[src/rtl/mem_router.sv]
// Single-master memory router: decodes one request against the slave address
// map, forwards it to exactly one slave with a base-relative address, tracks the
// outstanding transaction and returns the selected slave's response, or an error
// response for unmapped addresses and for slaves that never answer.

package configure;

  localparam logic [31:0] ram_base_addr   = 32'h0001_0000;
  localparam logic [31:0] ram_top_addr    = 32'h0002_0000;
  localparam logic [31:0] dtim_base_addr  = 32'h1000_0000;
  localparam logic [31:0] dtim_top_addr   = 32'h1000_2000;
  localparam logic [31:0] itim_base_addr  = 32'h1001_0000;
  localparam logic [31:0] itim_top_addr   = 32'h1001_2000;
  localparam logic [31:0] clint_base_addr = 32'h0200_0000;
  localparam logic [31:0] clint_top_addr  = 32'h0201_0000;
  localparam logic [31:0] print_base_addr = 32'h2000_0000;
  localparam logic [31:0] print_top_addr  = 32'h2000_0010;
  localparam logic [31:0] rom_base_addr   = 32'h0000_1000;
  localparam logic [31:0] rom_top_addr    = 32'h0000_2000;

  // Index 0 is ram, 5 is rom; lower index wins when ranges overlap.
  localparam logic [5:0][31:0] slave_base = {rom_base_addr, print_base_addr, clint_base_addr,
                                             itim_base_addr, dtim_base_addr, ram_base_addr};
  localparam logic [5:0][31:0] slave_top  = {rom_top_addr, print_top_addr, clint_top_addr,
                                             itim_top_addr, dtim_top_addr, ram_top_addr};

endpackage

module mem_router
  import configure::*;
#(
  parameter int unsigned TIMEOUT_CYCLES = 256,
  parameter logic [31:0] ERR_RDATA      = 32'h0
) (
  input  logic         clock,
  input  logic         reset,
  input  logic         memory_valid,
  input  logic         memory_instr,
  input  logic [31:0]  memory_addr,
  input  logic [31:0]  memory_wdata,
  input  logic [3:0]   memory_wstrb,
  output logic [31:0]  memory_rdata,
  output logic         memory_ready,
  output logic         memory_error,
  output logic [5:0]   slv_valid,
  output logic         slv_instr,
  output logic [31:0]  slv_addr,
  output logic [31:0]  slv_wdata,
  output logic [3:0]   slv_wstrb,
  input  logic [191:0] slv_rdata,
  input  logic [5:0]   slv_ready
);

  localparam int unsigned NUM_SLV = 6;
  localparam int unsigned SEL_W   = 3;
  localparam int unsigned CNT_W   = 16;

  localparam logic [1:0] IDLE = 2'd0;
  localparam logic [1:0] BUSY = 2'd1;
  localparam logic [1:0] ERR  = 2'd2;
  localparam logic [1:0] TOUT = 2'd3;

  logic [1:0]         state, state_nxt;
  logic [SEL_W-1:0]   sel, sel_nxt;
  logic [CNT_W-1:0]   cnt, cnt_nxt;
  logic [NUM_SLV-1:0] hit;
  logic               dec_hit;
  logic [SEL_W-1:0]   dec_idx;
  logic               can_accept;

  // Per-slave half-open range match.
  always_comb begin
    hit = '0;
    for (int i = 0; i < int'(NUM_SLV); i++) begin
      hit[i] = (memory_addr >= slave_base[i]) && (memory_addr < slave_top[i]);
    end
  end

  // Priority pick of the lowest-index matching slave.
  always_comb begin
    dec_hit = |hit;
    dec_idx = '0;
    for (int i = int'(NUM_SLV) - 1; i >= 0; i--) begin
      if (hit[i]) dec_idx = SEL_W'(i);
    end
  end

  // Shared datapath copies and base-relative address.
  always_comb begin
    slv_instr = memory_instr;
    slv_wdata = memory_wdata;
    slv_wstrb = memory_wstrb;
    slv_addr  = dec_hit ? (memory_addr - slave_base[dec_idx]) : memory_addr;
  end

  // Next-state, request forwarding and response generation.
  always_comb begin
    state_nxt    = IDLE;
    sel_nxt      = sel;
    cnt_nxt      = cnt;
    slv_valid    = '0;
    memory_ready = 1'b0;
    memory_error = 1'b0;
    memory_rdata = '0;
    can_accept   = 1'b0;

    case (state)
      IDLE: can_accept = 1'b1;
      BUSY: begin
        if (slv_ready[sel]) begin
          memory_ready = 1'b1;
          memory_rdata = slv_rdata[32*sel +: 32];
          can_accept   = 1'b1;
        end else begin
          state_nxt = (cnt == CNT_W'(TIMEOUT_CYCLES - 1)) ? TOUT : BUSY;
          if (cnt != '1) cnt_nxt = cnt + CNT_W'(1);
        end
      end
      ERR, TOUT: begin
        memory_ready = 1'b1;
        memory_error = 1'b1;
        memory_rdata = ERR_RDATA;
        can_accept   = 1'b1;
      end
      default: state_nxt = IDLE;
    endcase

    // A new request is taken whenever no transaction remains outstanding.
    if (can_accept && memory_valid) begin
      cnt_nxt = '0;
      if (dec_hit) begin
        slv_valid = NUM_SLV'(1) << dec_idx;
        sel_nxt   = dec_idx;
        state_nxt = BUSY;
      end else begin
        state_nxt = ERR;
      end
    end

    // Reset suppresses every request and response in the same cycle.
    if (reset) begin
      slv_valid    = '0;
      memory_ready = 1'b0;
      memory_error = 1'b0;
      memory_rdata = '0;
    end
  end

  // State, selected slave and timeout counter registers.
  always_ff @(posedge clock) begin
    if (reset) begin
      state <= IDLE;
      sel   <= '0;
      cnt   <= '0;
    end else begin
      state <= state_nxt;
      sel   <= sel_nxt;
      cnt   <= cnt_nxt;
    end
  end

endmodule

[config.mk]
export PLATFORM = sky130hd
export DESIGN_NAME = mem_router
export DESIGN_NICKNAME = d
export VERILOG_FILES = /design/src/rtl/mem_router.sv
export SDC_FILE = /design/constraint.sdc
export NUM_CORES = 1
export LEC_CHECK = 0
export CAP_MARGIN = 20
export CORE_AREA = 2 2 149 151
export DETAILED_ROUTE_END_ITERATION = 10
export DIE_AREA = 0 0 151 153
export GPL_ROUTABILITY_DRIVEN = 0
export MAX_ROUTING_LAYER = met4
export PLACE_DENSITY = 0.5
export SETUP_SLACK_MARGIN = 0.1
export SKIP_CTS_REPAIR_TIMING = 1
export SYNTH_ARGS = -nofsm -noshare
export SYNTH_HDL_FRONTEND = slang
export SYNTH_SLANG_ARGS = --single-unit
[constraint.sdc]
create_clock -name clock -period 6.01 [get_ports clock]
set_clock_uncertainty 0.2 [all_clocks]
set_input_delay 1.202 -clock clock [delete_from_list [all_inputs] [get_ports clock]]
set_output_delay 1.202 -clock clock [all_outputs]
set_load 0.02 [all_outputs]
Yosys cells after proc, flatten, opt, wreduce, memory -nomap -nowiden
Memory sizes are Yosys's and may differ from the RTL's.
Cells that the tools add are included.

storage, ports and cells
  bits in registers = 21
  latch bits = 0
  memory bits (writable) = 0
  ROM bits = 256
  input bits = 270
  output and inout bits = 109
  logic and storage cells = 69
  memories kept = 1

operators by class
  add/sub/neg operators = 2
  multiply operators = 0
  div/mod/pow operators = 0
  order comparisons = 14
  eq/ne operators = 5
  shifts and indexed selects = 2
  multiplexer cells = 27
  bitwise logic cells = 1
  reductions and logical operators = 14

memories
  memory           depth  width  read ports  clocked after Yosys merged registers in  write ports  line  source
  (no name shown)  8      32     1           0                                        0            93    slv_addr = dec_hit ? (memory_addr - slave_base[dec_idx]) : memory_addr;

operators with widths
  operator                                                                 number
  192-bit by 9-bit variable part select with 32-bit output                 1
  32-bit 2-to-1 mux                                                        5
  32-bit by 29-bit >= comparator with 1-bit output, second input constant  2
  32-bit by 29-bit < comparator with 1-bit output, second input constant   2
  32-bit by 13-bit >= comparator with 1-bit output, second input constant  1
  32-bit by 17-bit >= comparator with 1-bit output, second input constant  1
  32-bit by 26-bit >= comparator with 1-bit output, second input constant  1
  32-bit by 30-bit >= comparator with 1-bit output, second input constant  1
  32-bit by 14-bit < comparator with 1-bit output, second input constant   1
  32-bit by 18-bit < comparator with 1-bit output, second input constant   1
  32-bit by 26-bit < comparator with 1-bit output, second input constant   1
  32-bit by 30-bit < comparator with 1-bit output, second input constant   1
  32-bit subtractor                                                        1
  3-bit 2-to-1 mux                                                         6
  6-bit 2-to-1 mux                                                         3
  16-bit by 1-bit adder with 16-bit output, second input constant          1
  16-bit by 8-bit == test with 1-bit output, second input constant         1
  16-bit != test, second input constant                                    1
  2-bit 2-to-1 mux                                                         5
  3-bit by 4-bit < comparator with 1-bit output, second input constant     2
  1-bit logical AND                                                        7
  6-bit OR reduction                                                       1
  1-bit by 3-bit left shift with 6-bit output, first input constant        1
  1-bit 2-to-1 mux                                                         5
  10 further kinds                                                         13

Logic depth before layout (Yosys ltp)
Gate-level depths: netlist (run 1).

  word-level depth = 12
  mapped depth = 14
  depth with buffers taken out = 13

Worst setup path before layout (run 1)
Ideal clock, no wire load.

  path kind = input-to-output
  start point = input memory_addr[25]
  end point = output slv_addr[31]
  arrival time = 4.439 ns
  required time = 4.608 ns
  path slack = 0.169 ns
  stages on the path = 12
  buffers on the path = 1
  cells stage by stage = clkbuf_1 nor4_1 nand3_1 a2111oi_0 inv_1 ha_1 or2_2 ha_1 o2bb2ai_1 a41oi_1 and2_1 o31ai_1

between the ends
  elaborated cells on any way between the ends = 29
  those cells by class = add/sub (1); order compare (12); mux (8); reduce/logical (7); memory (1)

RTL lines
  what                                                                                                                        line  source
  start: declaration                                                                                                          39    input logic [31:0] memory_addr,
  32-bit by 30-bit >= comparator with 1-bit output / 32-bit by 30-bit < comparator with 1-bit output (equally long branches)  75    hit[i] = (memory_addr >= slave_base[i]) && (memory_addr < slave_top[i]);
  1-bit logical AND                                                                                                           75
  3-bit 2-to-1 mux (4 in series)                                                                                              84    if (hit[i]) dec_idx = SEL_W'(i);
  3-bit 2-to-1 mux (*)                                                                                                        84
  net dec_idx[1]                                                                                                              68    logic [SEL_W-1:0] dec_idx;
  memory 8 x 32 bit (*)                                                                                                       -
  32-bit 2-to-1 mux (implied by the code) (*)                                                                                 93
  32-bit subtractor (*)                                                                                                       93
  32-bit 2-to-1 mux (*)                                                                                                       93
  end: declaration                                                                                                            47    output logic [31:0] slv_addr,

Mark *: on every way through the listed nets, which the timed path passes. The rest lies on a longest branch. The select of a mux whose other input is x is not followed.

Final worst setup path (run 1)
  start point = input memory_addr[21]
  end point = output slv_addr[31]

between the ends
  longest elaborated chain between the ends = 12
  elaborated cells on any way between the ends = 29
  those cells by class = add/sub (1); order compare (12); mux (8); reduce/logical (7); memory (1)

RTL lines
  what                                                                                                                        line
  32-bit by 13-bit >= comparator with 1-bit output / 32-bit by 14-bit < comparator with 1-bit output (equally long branches)  75
  1-bit logical AND                                                                                                           75
  3-bit 2-to-1 mux (6 in series)                                                                                              84
  memory 8 x 32 bit                                                                                                           -
  32-bit 2-to-1 mux (implied by the code)                                                                                     93
  32-bit subtractor                                                                                                           93
  32-bit 2-to-1 mux (*)                                                                                                       93

Every way passes the cells marked *; elsewhere a longest branch is shown, timed or not. The select of a mux whose other input is x is not followed.

==> results.cfg, run 1 <==
[yosys]
avgSynthCellArea_sq_um = 8.454
ys_top_cells_by_area = mux4_2 20%, dfxtp_1 11%, mux2_2 11%
yosysUniqueCellTypes = 52
dominantRegCellSynth = dfxtp_1
yosys-top-cells-count = 57 x nor2_1, 49 x buf_4, 35 x mux2_2
yosysTopAreaCell = mux4_2
synth_nets = 719
synthesis.area_sq_um = 3720
synth_mux_area_share_pct = 31.65
async_flop_share_pct = 0
synth-edff-count = 0
synth.yosys.seq_area_share_pct = 11.30
synth_xor_area_share_pct = 4.474
yosys_warnings = 0
synth_seq_cells = 21
synth-compound-area-share_pct = 14.53
synth_top_area_share_pct = 19.98
synth.most_common_cell = nor2_1
synth_top_family_by_area = multiplexers
yosys.area_share.simple_pct = 20.48
synth_fa_ha_area_share_pct = 3.027
synth_cells = 440

[floorplanning]
ios = 379
core_area_sq_um = 21490
die_area_sq_um = 23100
die-height_microns = 153
start_util_pct = 17.31
fp-row-count = 54
die_width_microns = 151

[min_path]
hp-class = flip-flop to flip-flop

[grt]
antenna_found_initial = 1
grt_max_degree = 41
track_usage_pct = 14.92
met1_usage_pct = 17.80
globalRoute.busiestLayer = met2
grt_pass1_wl_microns = 26100
grt_use_met2_pct = 25.91
met3_usage_pct = 3.433
grt_pass1_vias = 4469
overflow = 0

[routing]
vias = 4424
wl_microns = 18090
antenna_left = 0
drc = 0
firstDrtPassIters = 4
vias_per_cell = 4.501
post_drt_wl_per_cell_microns = 18.40
drt_iter0_drc = 135

[run]
cap_violations = 0

[placed_design]
port_buffers = 296
hpwl_microns = 14620

[pwr]
vdd_ir_drop_max_v = 0.00008292
intPower_mw = 0.4244
powerDensity_nw_per_um2 = 78.78
leakage_nw = 2.564
power.share.sequential_pct = 25.0
switching_power_mw = 0.1323
pwr-share-clk_pct = 25.5
pwr-share-comb_pct = 49.5
switching_share_pct = 23.77

[clocking]
clock-sinks = 21
clkLatencyLatePin_ns = 0.25
cts_tree = built
htreeDepth = 1
cts-buffers-inserted = 3
cts_root_buffer = clkbuf_16
clock_path_buffers = 2
clkTransAtPathRegs_ns = 0.06

[run_status]
outcome = finished clean

[sta]
setup_viol = 0
worst_pin_slew_ns = 1.009
rsz0062_at_grt = yes
relSlewSlack_pct = 32.74
finalCritPeriodShare_pct = 96.65
hold_viol = 0
fin_crit_ns = 5.809
slew_viol_final = 0
final.setup.tns_ns = 0
fmax_ghz = 0.1722
hold_ws_ns = 0.3085

[worst_setup_path]
crit_fanout = 4
critPathArrivalTime_ns = 4.41
critical_path_class = input pin to output pin
cp_data_required_time_ns = 4.61
endpoint_kind = output pin
critPathLaunchType = input pin

[layout]
fillers = 2268
nets = 982
drive_gt1_share_pct = 21.08
area_growth_pct = 89.98
==> cells in the final DEF (no fill, tap or decap), types with 15 or more instances in the layout <==
master / synthesis / layout
dlymetal6s2s_1: 0 / 15
nor2_1: 57 / 57
buf_4: 49 / 44
mux2_2: 35 / 35
mux4_2: 33 / 33
a22oi_1: 33 / 33
xnor2_1: 15 / 15
clkdlybuf4s50_1: 0 / 276
nand2_1: 17 / 16
dfxtp_1: 21 / 19
==> final cells by class <==
class	count	area [sq um]	share of cell area, %
diodes	1	2.502	0.03541
flip-flops and latches	21	425.4	6.020
inverters	11	41.29	0.5843
well taps	280	350.3	4.958
multi-input cells	327	2868	40.58
clock buffers	4	78.83	1.115
repair buffers	339	3301	46.71
==> layer usage <==
layer,up-vias,share of wire (%)
met1,2073,40
li1,2135,-
met3,17,9.2
met5,-,0
met4,0,1.3
met2,199,50
==> cells by family (layout without fill, tap and decap cells) <==
family / after synthesis / after routing
simple gates: 152 / 152
xor+xnor: 19 / 19
compound gates: 75 / 75
mux: 72 / 72
fa+ha+maj: 9 / 9
buf+inv: 92 / 354
flops: 21 / 21
other cells: 0 / 1
==> sequential cells by signal (all words and copies together) (netlist names) <==
signal and flops:
state 2, sel 3, cnt 16
==> power by group through the flow <==
stage               Sequential (mW)  Clock, mW  Combinational (mW)
finish                        0.139      0.142               0.275
global route                  0.139      0.152               0.293
CTS                           0.139      0.147               0.274
detailed placement            0.142          0               0.272
global placement              0.142          0               0.271
floorplan                     0.143          0               0.118
==> critical path: stages <==
cell	delay, ns
clkdlybuf4s50_1	0.43
nor3_2	0.23
nand2_2	0.11
or3_4	0.38
or3_4	0.38
inv_1	0.07
ha_1	0.21
or2_2	0.32
ha_4	0.18
nor2_1	0.09
o2bb2ai_1	0.13
a41oi_2	0.07
and2_1	0.21
o31ai_2	0.21
buf_4	0.18
==> path summary, 6_finish.rpt <==
path	start	endpoint	cells after the start	slack [ns]
setup / recovery	memory_addr[21]	slv_addr[31]	15	0.20
setup reg to reg	sel[1]$_SDFFE_PP0P_	cnt[13]$_SDFFE_PP0P_	6	2.60
hold / removal	cnt[1]$_SDFFE_PP0P_	cnt[1]$_SDFFE_PP0P_	2	0.31
hold reg to reg	cnt[1]$_SDFFE_PP0P_	cnt[1]$_SDFFE_PP0P_	2	0.31
==> stage by stage <==
stage / power, mW / std cells / cell area (sq um) / worst slack [ns] / util (%)
2_1_floorplan: 0.2611 / 440 / 3720 / 0.1689 / -
3_3_place_gp: 0.4135 / 977 / 6862 / -0.3734 / 31.94
3_5_place_dp: 0.4145 / 977 / 6862 / -0.3862 / 31.94
4_1_cts: 0.5600 / 981 / 6940 / -0.4288 / 32.30
5_1_grt: 0.5844 / 983 / 7067 / 0.05143 / 32.89
6_report: 0.5567 / 983 / 7067 / 0.2012 / 32.89
Note: power is estimated with default switching activity, not from simulation.
==> run 2, diff against run 1 <==
- MAX_ROUTING_LAYER: met4 -> not set
==> results.cfg, run 2 (same netlist as run 1, synthesis figures left out) <==
[floorplanning]
die_area_sq_um = 23100
die-height_microns = 153
start_util_pct = 17.31
ios = 379
die_width_microns = 151
fp-row-count = 54
core_area_sq_um = 21490

[sta]
slew_viol_final = 0
layout_setup_ws_ns = 0.2028
hold_viol = 0
fin_crit_ns = 5.807
setup_viol = 0
finalCritPeriodShare_pct = 96.63
rsz0062_at_grt = yes
fmax_ghz = 0.1722
final.setup.tns_ns = 0
worst_pin_slew_ns = 1.013
relSlewSlack_pct = 32.47

[grt]
grt_pass1_vias = 4472
grt_max_degree = 41
track_usage_pct = 14.48
overflow = 0
grt_pass1_wl_microns = 26120
antenna_found_initial = 1

[worst_setup_path]
critical_path.startpoint = memory_addr[21]
critical_path_class = input pin to output pin
rrSetupSlack_ns = 2.59
critPathArrivalTime_ns = 4.41
cp_data_required_time_ns = 4.61
endpoint_kind = output pin
r2r-start = sel[1]$_SDFFE_PP0P_
critPathLaunchType = input pin
reg2regPathDepth = 6
crit_fanout = 4
r2r_end = cnt[13]$_SDFFE_PP0P_
worstSetupEndpoint = slv_addr[31]

[min_path]
hold_depth = 2
hp-class = flip-flop to flip-flop
min_from = cnt[1]$_SDFFE_PP0P_

[clocking]
cts_tree = built
clkLatencyLatePin_ns = 0.26
cts_root_buffer = clkbuf_16
clkTransAtPathRegs_ns = 0.06
cts-buffers-inserted = 3
clock-sinks = 21
htreeDepth = 1
clock_path_buffers = 2

[run_status]
outcome = finished clean

[layout]
nets = 982
fillers = 2268
reg_top3 = cnt: 16 flops, sel: 3 flops, state: 2 flops
fin_util_pct = 32.89
final_common_cell = clkdlybuf4s50_1
largest-register = cnt
largest_register_ff_count = 16
area_growth_pct = 89.98
most-common-layout-cells = 276 x clkdlybuf4s50_1, 57 x nor2_1, 44 x buf_4
drive_gt1_share_pct = 21.08

[routing]
antenna_left = 0
wl_microns = 18090
drc = 0
post_drt_wl_per_cell_microns = 18.40
vias_per_cell = 4.502
firstDrtPassIters = 4
drt_iter0_drc = 149
vias = 4425

[placed_design]
pre_cts_ws_ns = -0.3862
port_buffers = 296
hpwl_microns = 14620

[pwr]
leakage_nw = 2.564
p_total_mw = 0.5581
vdd_ir_drop_max_v = 0.00008486
powerDensity_nw_per_um2 = 78.97

[run]
cap_violations = 0
run 2: power breakdown:
group	internal [mW]	switching, mW
clock	0.0905	0.0532
sequential	0.139	0.000119
combinational	0.195	0.0803
total	0.424	0.134
run 2: worst min path at each step:
stage                                endpoint  slack, ns
after floorplan           sel[2]$_SDFFE_PP0P_       0.26
after global routing      cnt[1]$_SDFFE_PP0P_       0.34
after detailed placement  cnt[1]$_SDFFE_PP0P_       0.30
after CTS                 cnt[1]$_SDFFE_PP0P_       0.31
after global placement    cnt[1]$_SDFFE_PP0P_       0.30
final                     cnt[1]$_SDFFE_PP0P_       0.31
run 2: cell type report:
class | instances | area, sq um | area share (%)
Timing Repair Buffer | 339 | 3301 | 46.71
Clock buffer | 4 | 78.83 | 1.115
Inverter | 11 | 41.29 | 0.5843
Sequential cell | 21 | 425.4 | 6.020
Multi-Input combinational cell | 327 | 2868 | 40.58
Antenna cell | 1 | 2.502 | 0.03541
Tap cell | 280 | 350.3 | 4.958
run 2: critical path: stages:
cell and delay, ns:
clkdlybuf4s50_1 0.43, nor3_2 0.23, nand2_2 0.11, or3_4 0.38, or3_4 0.38, inv_1 0.07, ha_1 0.21, or2_2 0.32
ha_4 0.18, nor2_1 0.09, o2bb2ai_1 0.13, a41oi_2 0.07, and2_1 0.21, o31ai_2 0.21, buf_4 0.18
run 2: metrics by stage:
stage | instance area [sq um] | hold WS [ns] | cells
floorplan | 3720 | 0.2564 | 440
finish | 7067 | 0.3080 | 983
global placement | 6862 | 0.3001 | 977
detailed placement | 6862 | 0.3047 | 977
CTS | 6940 | 0.3128 | 981
global route | 7067 | 0.3449 | 983
run 2: routing by layer:
layer / routed length [microns] / up-vias / part of all wire, % / global-route usage, %
li1: - / 2133 / - / -
met1: 7075 / 2072 / 39 / 17.48
met2: 9011 / 202 / 50 / 25.97
met3: 1770 / 18 / 9.8 / 3.821
met4: 230 / 0 / 1.3 / 2.403
met5: 0 / - / 0 / 0
==> run 3, diff against run 2 <==
--- a/constraint.sdc
+++ b/constraint.sdc
@@ -3,3 +3,3 @@
 set_input_delay 1.202 -clock clock [delete_from_list [all_inputs] [get_ports clock]]
 set_output_delay 1.202 -clock clock [all_outputs]
-set_load 0.02 [all_outputs]
+set_load 0.05 [all_outputs]
==> results.cfg, run 3 (same netlist as run 1, synthesis figures left out) <==
[placed_design]
hpwl_microns = 14600
port_buffers = 296
dp.cells = 964
placed_cell_area_sq_um = 6923
pre_cts_ws_ns = -0.03777

[worst_setup_path]
critical_path.startpoint = memory_addr[19]
rrSetupSlack_ns = 2.68
r2r-start = sel[1]$_SDFFE_PP0P_
endpoint_kind = output pin
crit_fanout = 3
worstSetupEndpoint = slv_addr[30]
critical_path_class = input pin to output pin
cp_data_required_time_ns = 4.61
critPathLaunchType = input pin
reg2regPathDepth = 7
r2r_end = cnt[13]$_SDFFE_PP0P_
critPathArrivalTime_ns = 4.40

[sta]
fin_crit_ns = 5.805
finalCritPeriodShare_pct = 96.59
setup_viol = 0
layout_setup_ws_ns = 0.2049
worst_pin_slew_ns = 0.6394
relSlewSlack_pct = 57.37
hold_viol = 0
fmax_ghz = 0.1723
final.setup.tns_ns = 0
rsz0062_at_grt = no
hold_ws_ns = 0.3099
slew_viol_final = 0

[run_status]
outcome = finished clean

[routing]
post_drt_wl_per_cell_microns = 18.09
wl_microns = 17530
antenna_left = 0
firstDrtPassIters = 4
drc = 0
vias = 4350
vias_per_cell = 4.489
drt_iter0_drc = 160

[clocking]
clkLatencyLatePin_ns = 0.25
clock_path_buffers = 2
clkTransAtPathRegs_ns = 0.06
clock-sinks = 21
htreeDepth = 1
cts-buffers-inserted = 3
cts_tree = built
cts_root_buffer = clkbuf_16

[pwr]
pwr-share-comb_pct = 52.4
power.share.sequential_pct = 23.6
vdd_ir_drop_max_v = 0.00007519
intPower_mw = 0.4333
p_total_mw = 0.5900
switching_share_pct = 26.56
leakage_nw = 2.557
pwr-share-clk_pct = 24.0
switching_power_mw = 0.1567
powerDensity_nw_per_um2 = 82.59

[floorplanning]
die_area_sq_um = 23100
start_util_pct = 17.31
core_area_sq_um = 21490
fp-row-count = 54
ios = 379
die_width_microns = 151
die-height_microns = 153

[layout]
drive_gt1_share_pct = 23.08
fillers = 2251
reg_top3 = cnt: 16 flops, sel: 3 flops, state: 2 flops
nets = 969
fin_cells = 969
largest_register_ff_count = 16
largest-register = cnt
area_growth_pct = 92.03
fin_util_pct = 33.25
final_common_cell = clkdlybuf4s50_1
most-common-layout-cells = 262 x clkdlybuf4s50_1, 55 x nor2_1, 37 x buf_4
stdcell_area_sq_um = 7143
n_antenna_cell = 0

[grt]
grt_pass1_vias = 4406
overflow = 0
track_usage_pct = 14.18
antenna_found_initial = 1
grt_max_degree = 41
grt_pass1_wl_microns = 25630

[min_path]
hp-class = flip-flop to flip-flop

[run]
cap_violations = 0
-- run 3: cell count changes in the layout (fill, tap and decap cells not counted), moves of 2 or more --
cell / before / now
dlymetal6s2s_1: 15 / 9
clkdlybuf4s50_1: 276 / 262
a21oi_2: 0 / 2
clkbuf_2: 3 / 0
buf_4: 44 / 37
a21oi_4: 2 / 0
buf_12: 0 / 17
nor2_1: 57 / 55
-- run 3: metal layers --
metal  wire length, microns  global-route usage, %
met1                   7251                  17.73
met2                   8598                  25.02
met3                   1596                  4.030
met4                     72                  1.246
met5                     13                      0
-- run 3: how the worst min path moves through the flow --
stage	slack [ns]	cells after the start	from	to
final	0.31	2	sel[2]$_SDFFE_PP0P_	sel[2]$_SDFFE_PP0P_
after global routing	0.36	2	sel[2]$_SDFFE_PP0P_	sel[2]$_SDFFE_PP0P_
after CTS	0.31	2	sel[2]$_SDFFE_PP0P_	sel[2]$_SDFFE_PP0P_
after detailed placement	0.30	2	sel[2]$_SDFFE_PP0P_	sel[2]$_SDFFE_PP0P_
after global placement	0.29	2	sel[2]$_SDFFE_PP0P_	sel[2]$_SDFFE_PP0P_
after floorplan	0.26	2	sel[2]$_SDFFE_PP0P_	sel[2]$_SDFFE_PP0P_
-- run 3: layout make-up --
cell class / count / area [sq um] / area share, %
Sequential cell: 21 / 425.4 / 5.956
Tap cell: 280 / 350.3 / 4.905
Multi-Input combinational cell: 327 / 2883 / 40.36
Timing Repair Buffer: 326 / 3364 / 47.10
Inverter: 11 / 41.29 / 0.5780
Clock buffer: 4 / 78.83 / 1.104
-- run 3: power by group through the flow --
stage	sequential (mW)	combinational, mW	clock, mW
after floorplan	0.143	0.177	0
after global placement	0.142	0.303	0
after detailed placement	0.142	0.304	0
after CTS	0.139	0.306	0.146
after global routing	0.139	0.328	0.151
final	0.139	0.309	0.141
-- run 3: critical path: stages --
cell	delay, ns
clkdlybuf4s50_1	0.46
nor3_2	0.25
nand2_2	0.10
or3_4	0.34
or3_4	0.37
inv_1	0.06
ha_1	0.21
or2_2	0.32
ha_4	0.28
o21ai_0	0.08
a31oi_1	0.21
o21ai_1	0.12
a31o_2	0.26
buf_6	0.15
